File: src/rtl/mem_crc_pkg.sv
// Shared types and the CRC helper for the CRC-protected memory controller.
package mem_crc_pkg;

  typedef enum logic [1:0] {IDLE, WRITE, READ, SCRUB} state_e;

  localparam int CRC_MAX_DW = 64;
  localparam int CRC_MAX_PW = 32;

  // MSB-first LFSR, init 0, no final XOR; dw/pw select the live widths.
  function automatic logic [CRC_MAX_PW-1:0] crc_calc(
    input logic [CRC_MAX_DW-1:0] data,
    input logic [CRC_MAX_PW-1:0] poly,
    input int                    dw,
    input int                    pw
  );
    logic [CRC_MAX_PW-1:0] crc;
    logic                  fb;
    crc = '0;
    for (int i = CRC_MAX_DW - 1; i >= 0; i--) begin
      if (i < dw) begin
        fb  = data[i] ^ crc[pw-1];
        crc = crc << 1;
        if (fb) crc = crc ^ poly;
      end
    end
    for (int b = 0; b < CRC_MAX_PW; b++) begin
      if (b >= pw) crc[b] = 1'b0;
    end
    return crc;
  endfunction

endpackage

File: src/rtl/mem_crc_ctrl_if.sv
// Host request/response port of the CRC memory controller.
interface mem_crc_ctrl_if #(
  parameter int ADDR_WIDTH = 8,
  parameter int DATA_WIDTH = 8
);
  logic                  req_valid;
  logic                  req_ready;
  logic                  req_wr;
  logic [ADDR_WIDTH-1:0] req_addr;
  logic [DATA_WIDTH-1:0] req_wdata;
  logic                  rsp_valid;
  logic [DATA_WIDTH-1:0] rsp_rdata;
  logic                  rsp_err;

  modport master (
    output req_valid, req_wr, req_addr, req_wdata,
    input  req_ready, rsp_valid, rsp_rdata, rsp_err
  );

  modport slave (
    input  req_valid, req_wr, req_addr, req_wdata,
    output req_ready, rsp_valid, rsp_rdata, rsp_err
  );
endinterface

File: src/rtl/mem_crc_gen.sv
// Combinational CRC generator wrapped around the package helper.
module mem_crc_gen
  import mem_crc_pkg::*;
#(
  parameter int          DATA_WIDTH      = 8,
  parameter int          POLYNOMIAL_BITS = 1,
  parameter int unsigned POLY            = 1
) (
  input  logic [DATA_WIDTH-1:0]      data,
  output logic [POLYNOMIAL_BITS-1:0] crc
);

  logic [CRC_MAX_PW-1:0]              crc_full;
  logic [CRC_MAX_PW-POLYNOMIAL_BITS:0] crc_unused;

  assign crc_full = crc_calc(CRC_MAX_DW'(data), CRC_MAX_PW'(POLY), DATA_WIDTH, POLYNOMIAL_BITS);
  assign {crc_unused, crc} = {1'b0, crc_full};

endmodule

File: src/rtl/mem_crc_ctrl.sv
// Sequencer for a CRC-protected register-file memory: host read/write plus idle-time scrubber.
//   state | meaning
//   IDLE  | accept host request (priority) or grant a pending scrub
//   WRITE | drive mem_wr with captured data and generated CRC
//   READ  | check stored CRC of host address, register response
//   SCRUB | check stored CRC of scrub_addr, advance scrub_addr
module mem_crc_ctrl
  import mem_crc_pkg::*;
#(
  parameter int          DATA_WIDTH      = 8,
  parameter int          POLYNOMIAL_BITS = 1,
  parameter int unsigned POLY            = 1,
  parameter int          ADDR_WIDTH      = 8,
  parameter int          SCRUB_INTERVAL  = 64,
  parameter int          ERR_CNT_WIDTH   = 8
) (
  input  logic                       clk,
  input  logic                       rst_n,
  mem_crc_ctrl_if.slave              host,
  input  logic                       scrub_en,
  input  logic                       err_clr,
  output logic                       err_flag,
  output logic [ADDR_WIDTH-1:0]      err_addr,
  output logic [ERR_CNT_WIDTH-1:0]   err_cnt,
  output logic                       scrub_pass_done,
  output logic                       mem_wr,
  output logic [ADDR_WIDTH-1:0]      mem_addr,
  output logic [DATA_WIDTH-1:0]      mem_data_in,
  output logic [POLYNOMIAL_BITS-1:0] crc_data_in,
  input  logic [DATA_WIDTH-1:0]      mem_data_out,
  input  logic [POLYNOMIAL_BITS-1:0] crc_data_out
);

  localparam int CNT_W = $clog2(SCRUB_INTERVAL + 1);
  localparam logic [CNT_W-1:0] CNT_TC = CNT_W'(SCRUB_INTERVAL - 1);

  state_e                     state, state_nxt;
  logic [ADDR_WIDTH-1:0]      scrub_addr;
  logic [CNT_W-1:0]           int_cnt;
  logic                       scrub_pending;
  logic                       scrub_grant;
  logic [POLYNOMIAL_BITS-1:0] rd_crc;
  logic                       mismatch;

  mem_crc_gen #(.DATA_WIDTH(DATA_WIDTH), .POLYNOMIAL_BITS(POLYNOMIAL_BITS), .POLY(POLY))
    u_wr_crc (.data(mem_data_in), .crc(crc_data_in));

  mem_crc_gen #(.DATA_WIDTH(DATA_WIDTH), .POLYNOMIAL_BITS(POLYNOMIAL_BITS), .POLY(POLY))
    u_rd_crc (.data(mem_data_out), .crc(rd_crc));

  assign mismatch    = ((state == READ) || (state == SCRUB)) && (rd_crc != crc_data_out);
  assign scrub_grant = (state == IDLE) && !host.req_valid && scrub_en && scrub_pending;

  always_ff @(posedge clk or negedge rst_n) begin
    if (!rst_n) state <= IDLE;
    else        state <= state_nxt;
  end

  always_comb begin
    state_nxt      = state;
    host.req_ready = 1'b0;
    mem_wr         = 1'b0;
    case (state)
      IDLE: begin
        host.req_ready = 1'b1;
        if (host.req_valid)  state_nxt = host.req_wr ? WRITE : READ;
        else if (scrub_grant) state_nxt = SCRUB;
      end
      WRITE: begin
        mem_wr    = 1'b1;
        state_nxt = IDLE;
      end
      default: state_nxt = IDLE;
    endcase
  end

  // mem_addr is only reloaded on a grant so it holds its last value while idle
  always_ff @(posedge clk or negedge rst_n) begin
    if (!rst_n) begin
      mem_addr       <= '0;
      mem_data_in    <= '0;
      host.rsp_valid <= 1'b0;
      host.rsp_rdata <= '0;
      host.rsp_err   <= 1'b0;
    end else begin
      host.rsp_valid <= 1'b0;
      if (state == IDLE) begin
        if (host.req_valid) begin
          mem_addr <= host.req_addr;
          if (host.req_wr) mem_data_in <= host.req_wdata;
        end else if (scrub_grant) begin
          mem_addr <= scrub_addr;
        end
      end
      if (state == WRITE) begin
        host.rsp_valid <= 1'b1;
        host.rsp_rdata <= '0;
        host.rsp_err   <= 1'b0;
      end
      if (state == READ) begin
        host.rsp_valid <= 1'b1;
        host.rsp_rdata <= mem_data_out;
        host.rsp_err   <= mismatch;
      end
    end
  end

  // Interval counter freezes while a scrub is pending; the grant cycle counts so the period stays SCRUB_INTERVAL
  always_ff @(posedge clk or negedge rst_n) begin
    if (!rst_n) begin
      scrub_addr      <= '0;
      scrub_pass_done <= 1'b0;
      int_cnt         <= '0;
      scrub_pending   <= 1'b0;
    end else begin
      scrub_pass_done <= 1'b0;
      if (state == SCRUB) begin
        scrub_addr      <= scrub_addr + 1'b1;
        scrub_pass_done <= &scrub_addr;
      end
      if (!scrub_en) begin
        int_cnt       <= '0;
        scrub_pending <= 1'b0;
      end else if (!scrub_pending || scrub_grant) begin
        if (int_cnt == CNT_TC) begin
          int_cnt       <= '0;
          scrub_pending <= 1'b1;
        end else begin
          int_cnt       <= int_cnt + 1'b1;
          scrub_pending <= 1'b0;
        end
      end
    end
  end

  always_ff @(posedge clk or negedge rst_n) begin
    if (!rst_n) begin
      err_flag <= 1'b0;
      err_addr <= '0;
      err_cnt  <= '0;
    end else if (mismatch) begin
      err_flag <= 1'b1;
      err_addr <= mem_addr;
      if (err_clr)       err_cnt <= ERR_CNT_WIDTH'(1);
      else if (!(&err_cnt)) err_cnt <= err_cnt + 1'b1;
    end else if (err_clr) begin
      err_flag <= 1'b0;
      err_cnt  <= '0;
    end
  end

endmodule

File: src/flat_wrapper.sv
// flat-port wrapper written by rule: the top's interface ports become plain ports
module mem_crc_ctrl_flat import mem_crc_pkg::*;
#(
  parameter int          DATA_WIDTH      = 8,
  parameter int          POLYNOMIAL_BITS = 1,
  parameter int unsigned POLY            = 1,
  parameter int          ADDR_WIDTH      = 8,
  parameter int          SCRUB_INTERVAL  = 64,
  parameter int          ERR_CNT_WIDTH   = 8
)
  (clk, rst_n, scrub_en, err_clr, err_flag, err_addr, err_cnt, scrub_pass_done, mem_wr, mem_addr, mem_data_in, crc_data_in, mem_data_out, crc_data_out, host_req_valid, host_req_wr, host_req_addr, host_req_wdata, host_req_ready, host_rsp_valid, host_rsp_rdata, host_rsp_err);
  mem_crc_ctrl_if #(.ADDR_WIDTH(ADDR_WIDTH), .DATA_WIDTH(DATA_WIDTH)) host_i ();
  input  logic clk;
  input  logic rst_n;
  input  logic scrub_en;
  input  logic err_clr;
  output logic err_flag;
  output logic [ADDR_WIDTH-1:0] err_addr;
  output logic [ERR_CNT_WIDTH-1:0] err_cnt;
  output logic scrub_pass_done;
  output logic mem_wr;
  output logic [ADDR_WIDTH-1:0] mem_addr;
  output logic [DATA_WIDTH-1:0] mem_data_in;
  output logic [POLYNOMIAL_BITS-1:0] crc_data_in;
  input  logic [DATA_WIDTH-1:0] mem_data_out;
  input  logic [POLYNOMIAL_BITS-1:0] crc_data_out;
  input wire logic [$bits(host_i.req_valid)-1:0] host_req_valid;
  input wire logic [$bits(host_i.req_wr)-1:0] host_req_wr;
  input wire logic [$bits(host_i.req_addr)-1:0] host_req_addr;
  input wire logic [$bits(host_i.req_wdata)-1:0] host_req_wdata;
  output wire logic [$bits(host_i.req_ready)-1:0] host_req_ready;
  output wire logic [$bits(host_i.rsp_valid)-1:0] host_rsp_valid;
  output wire logic [$bits(host_i.rsp_rdata)-1:0] host_rsp_rdata;
  output wire logic [$bits(host_i.rsp_err)-1:0] host_rsp_err;
  assign host_i.req_valid = host_req_valid;
  assign host_i.req_wr = host_req_wr;
  assign host_i.req_addr = host_req_addr;
  assign host_i.req_wdata = host_req_wdata;
  assign host_req_ready = host_i.req_ready;
  assign host_rsp_valid = host_i.rsp_valid;
  assign host_rsp_rdata = host_i.rsp_rdata;
  assign host_rsp_err = host_i.rsp_err;
  mem_crc_ctrl #(.DATA_WIDTH(DATA_WIDTH), .POLYNOMIAL_BITS(POLYNOMIAL_BITS), .POLY(POLY), .ADDR_WIDTH(ADDR_WIDTH), .SCRUB_INTERVAL(SCRUB_INTERVAL), .ERR_CNT_WIDTH(ERR_CNT_WIDTH)) u_core (.clk(clk), .rst_n(rst_n), .host(host_i), .scrub_en(scrub_en), .err_clr(err_clr), .err_flag(err_flag), .err_addr(err_addr), .err_cnt(err_cnt), .scrub_pass_done(scrub_pass_done), .mem_wr(mem_wr), .mem_addr(mem_addr), .mem_data_in(mem_data_in), .crc_data_in(crc_data_in), .mem_data_out(mem_data_out), .crc_data_out(crc_data_out));
endmodule
File: config.mk
export PLATFORM = sky130hd
export DESIGN_NAME = mem_crc_ctrl_flat
export DESIGN_NICKNAME = d
export VERILOG_FILES = /design/src/rtl/mem_crc_pkg.sv /design/src/rtl/mem_crc_ctrl_if.sv /design/src/rtl/mem_crc_gen.sv /design/src/rtl/mem_crc_ctrl.sv /design/src/flat_wrapper.sv
export SDC_FILE = /design/constraint.sdc
export NUM_CORES = 1
export LEC_CHECK = 0
export CORE_MARGIN = 2
export CORE_UTILIZATION = 49
export DETAILED_ROUTE_END_ITERATION = 7
export PLACE_DENSITY = 0.9
export SLEW_MARGIN = 30
export SYNTH_ARGS = -nofsm -noshare
export SYNTH_HDL_FRONTEND = slang
export SYNTH_SLANG_ARGS = --single-unit
File: constraint.sdc
create_clock -name clk -period 4.3 [get_ports clk]
set_input_delay 0.86 -clock clk [delete_from_list [all_inputs] [get_ports clk]]
set_output_delay 0.86 -clock clk [all_outputs]
set_load 0.02 [all_outputs]
==> impl_metrics.csv <==
group,metric,value,unit
outcome,status,"complete, no violations",
route,post_drt_wl_per_cell,14.8,um
placement,finalWeightedCongestion,0.786,
cts,cts_sinks,62,
cts,clk_pin_slew_worst_paths,60,ps
route,dr.pass1.iters,4,
synthesis,syn_area,2900,um^2
cts,numCtsBuffers,9,
worst_setup_path,cp.required,4520,ps
cts,clockBufferDepth,2,
pwr,combinationalPowerShare,0.389,
placement,postPlaceCellArea,3710,um^2
sta,relSlewSlack,0.425,
route,drc_errors,0,
pwr,pwr-share-seq,0.361,
sta,fin_worst_hold_slack,485,ps
sta,hold_viol_final,0,
sta,fmax,345,MHz
finish,final_common_cell,"clkdlybuf4s50_1",
synthesis,ys_ff_latch,62,
sta,fin_crit_sh,0.675,
global_routing,grt_pass1_vias,2282,
synthesis,synth.distinct_cells,42,
flow_run,max_cap_viol_count,0,
worst_setup_path,path_class,"primary input to flip-flop",
finish,fin_area,3950,um^2
synthesis,synth-main-ff-cell,"dfrtp_1",
finish,fin_util,0.705,
floorplan,io_pins,78,
worst_hold_path,min_path_type,"primary input to asynchronous set/reset pin",
synthesis,avgSynthCellArea,10.5,um^2
floorplan,rows,27,
global_routing,grt_max_degree,40,
pwr,swShare,0.343,
sta,finalClockSkew,5.82,ps
sta,tns,0,ps
cts,clkLatencyLatePin,350,ps
global_routing,grt-ovfl-total,0,
finish,final_cells,432,
route,wl,6.39,mm
worst_setup_path,cp_max_fo,12,
synthesis,ys_warn_count,0,
synthesis,ys_async_sr_fraction,1.00,
global_routing,antenna_found_initial,0,
route,drtIter0Drc,101,
global_routing,use_met3,0.0867,
cts,hold_buffers,0,
pwr,p_switching,0.799,mW
cts,postCtsSetupBuffers,0,
floorplan,initial_core_util,0.516,
finish,area_growth,36.5,%
placement,dp_cells,416,
global_routing,grt_pass1_wl,10.3,mm
worst_setup_path,critPathCaptureType,"flip-flop",
global_routing,use_met1,0.236,
placement,dp_slack,1060,ps
sta,fin_crit,2900,ps
pwr,powerDensity,589,nW/um^2
floorplan,die_w,80.9,um
cts,root_buffer,"clkbuf_8",
cts,cts_resized,0,
synthesis,syn_nets,315,
synthesis,yosysSeqAreaShare,0.536,
pwr,internal_power,1.53,mW
cts,cts_tree,"done",
sta,final-max-slew-violation-count,0,
route,via_count,2297,
sta,setup_violations,0,
floorplan,die_y,80.9,um
global_routing,track_usage,0.210,
pwr,pwr-share-clk,0.250,
finish,layout_common_cells,"clkdlybuf4s50_1, dfrtp_1, nand2_1",
placement,port_buffers,77,
sta,tightest_slew,838,ps
worst_setup_path,cp.arrival,3130,ps
sta,final.setup.worst_slack,1400,ps
synthesis,synth_edf_count,0,
floorplan,coreArea,5610,um^2
placement,dp_hpwl,4.69,mm
global_routing,grt-busiest-layer,"met2",
sta,rsz0062_at_grt,"false",
route,antenna_left,0,
floorplan,dieArea,6540,um^2
finish,diodes,0,
worst_setup_path,cp-start-kind,"primary input",
finish,fin_nets,393,
pwr,ir_drop,341,uV
route,via_per_inst,5.32,
finish,drive_gt1_frac,0.0861,
pwr,p_total,2.33,mW
synthesis,syn_inst,277,
cts,htree_num_levels,3,
global_routing,grt_util_met2,0.364,
pwr,leakage,1.75,nW
routing by layer:
| layer | vias up | share of wire |
|---|---|---|
| li1 | 1109 | - |
| met1 | 1109 | 0.40 |
| met2 | 71 | 0.52 |
| met3 | 8 | 0.063 |
| met4 | 0 | 0.012 |
| met5 | - | 0 |
state kept, by name (all words and copies together), names as in the netlist:
name                    cells
u_core.mem_addr             8
u_core.host.rsp_err         1
u_core.err_addr             8
u_core.state                2
u_core.scrub_pass_done      1
u_core.err_cnt              8
u_core.err_flag             1
u_core.int_cnt              7
u_core.host.rsp_valid       1
u_core.scrub_addr           8
u_core.mem_data_in          8
u_core.host.rsp_rdata       8
u_core.scrub_pending        1
cells by family after synthesis:
logic type               count (synthesis)  synth area share
buffers and inverters                   26            0.0346
multiplexers                            20            0.0735
AO/OA/AOI/OAI                           46             0.100
AND/OR/NAND/NOR                         94             0.148
flip-flops                              62             0.536
XOR/XNOR                                22            0.0774
adder cells (fa/ha/maj)                  7            0.0302
worst max-delay path, stage by stage:
cell	delay, ps
clkdlybuf4s50_1	500
xor2_1	150
xnor3_2	490
mux2i_1	670
nor2_1	150
o31ai_1	300
cell type report:
type | count | area [um^2]
fill | 407 | 1660
sequential | 62 | 1550
multi-input combinational | 189 | 1250
timing repair buffer | 78 | 773
clock buffer | 11 | 151
tap | 72 | 90.1
clock inverter | 5 | 81.3
inverter | 15 | 56.3
power groups by stage:
stage / Sequential [mW] / Combinational (mW) / Clock (mW)
global placement: 0.841 / 0.887 / 0
global route: 0.856 / 0.978 / 0.630
finish: 0.840 / 0.905 / 0.582
floorplan: 0.977 / 0.355 / 0
detailed placement: 0.850 / 0.911 / 0
CTS: 0.841 / 0.915 / 0.595
synthesized netlist by cell type, drive strengths merged (5+ instances only):
cell type  instances  area share
nor2              12       0.016
dfrtp             62        0.54
mux2              10       0.039
clkbuf             8       0.010
ha                 7       0.030
o21ai             21       0.036
inv               15       0.019
a21oi              5      0.0086
xor2               7       0.021
nand2             45       0.058
mux2i             10       0.035
nand3             14       0.024
xnor2             13       0.039
final timing paths:
| check | from | end | slack [ps] | cells past startpoint |
|---|---|---|---|---|
| worst max-delay path | mem_data_out[4] | u_core.err_cnt[0] | 1400 | 6 |
| worst min-delay path | rst_n | u_core.err_cnt[6] | 490 | 1 |
| worst max register to register | u_core.state[0] | u_core.err_cnt[0] | 2020 | 6 |
| worst min register to register | u_core.scrub_addr[7] | u_core.scrub_addr[7] | 490 | 1 |
| max in group asynchronous | rst_n | u_core.err_addr[3] | 2940 | 2 |
| min in group clk | u_core.scrub_addr[7] | u_core.scrub_addr[7] | 490 | 1 |
Note: power is estimated with default switching activity, not from simulation.
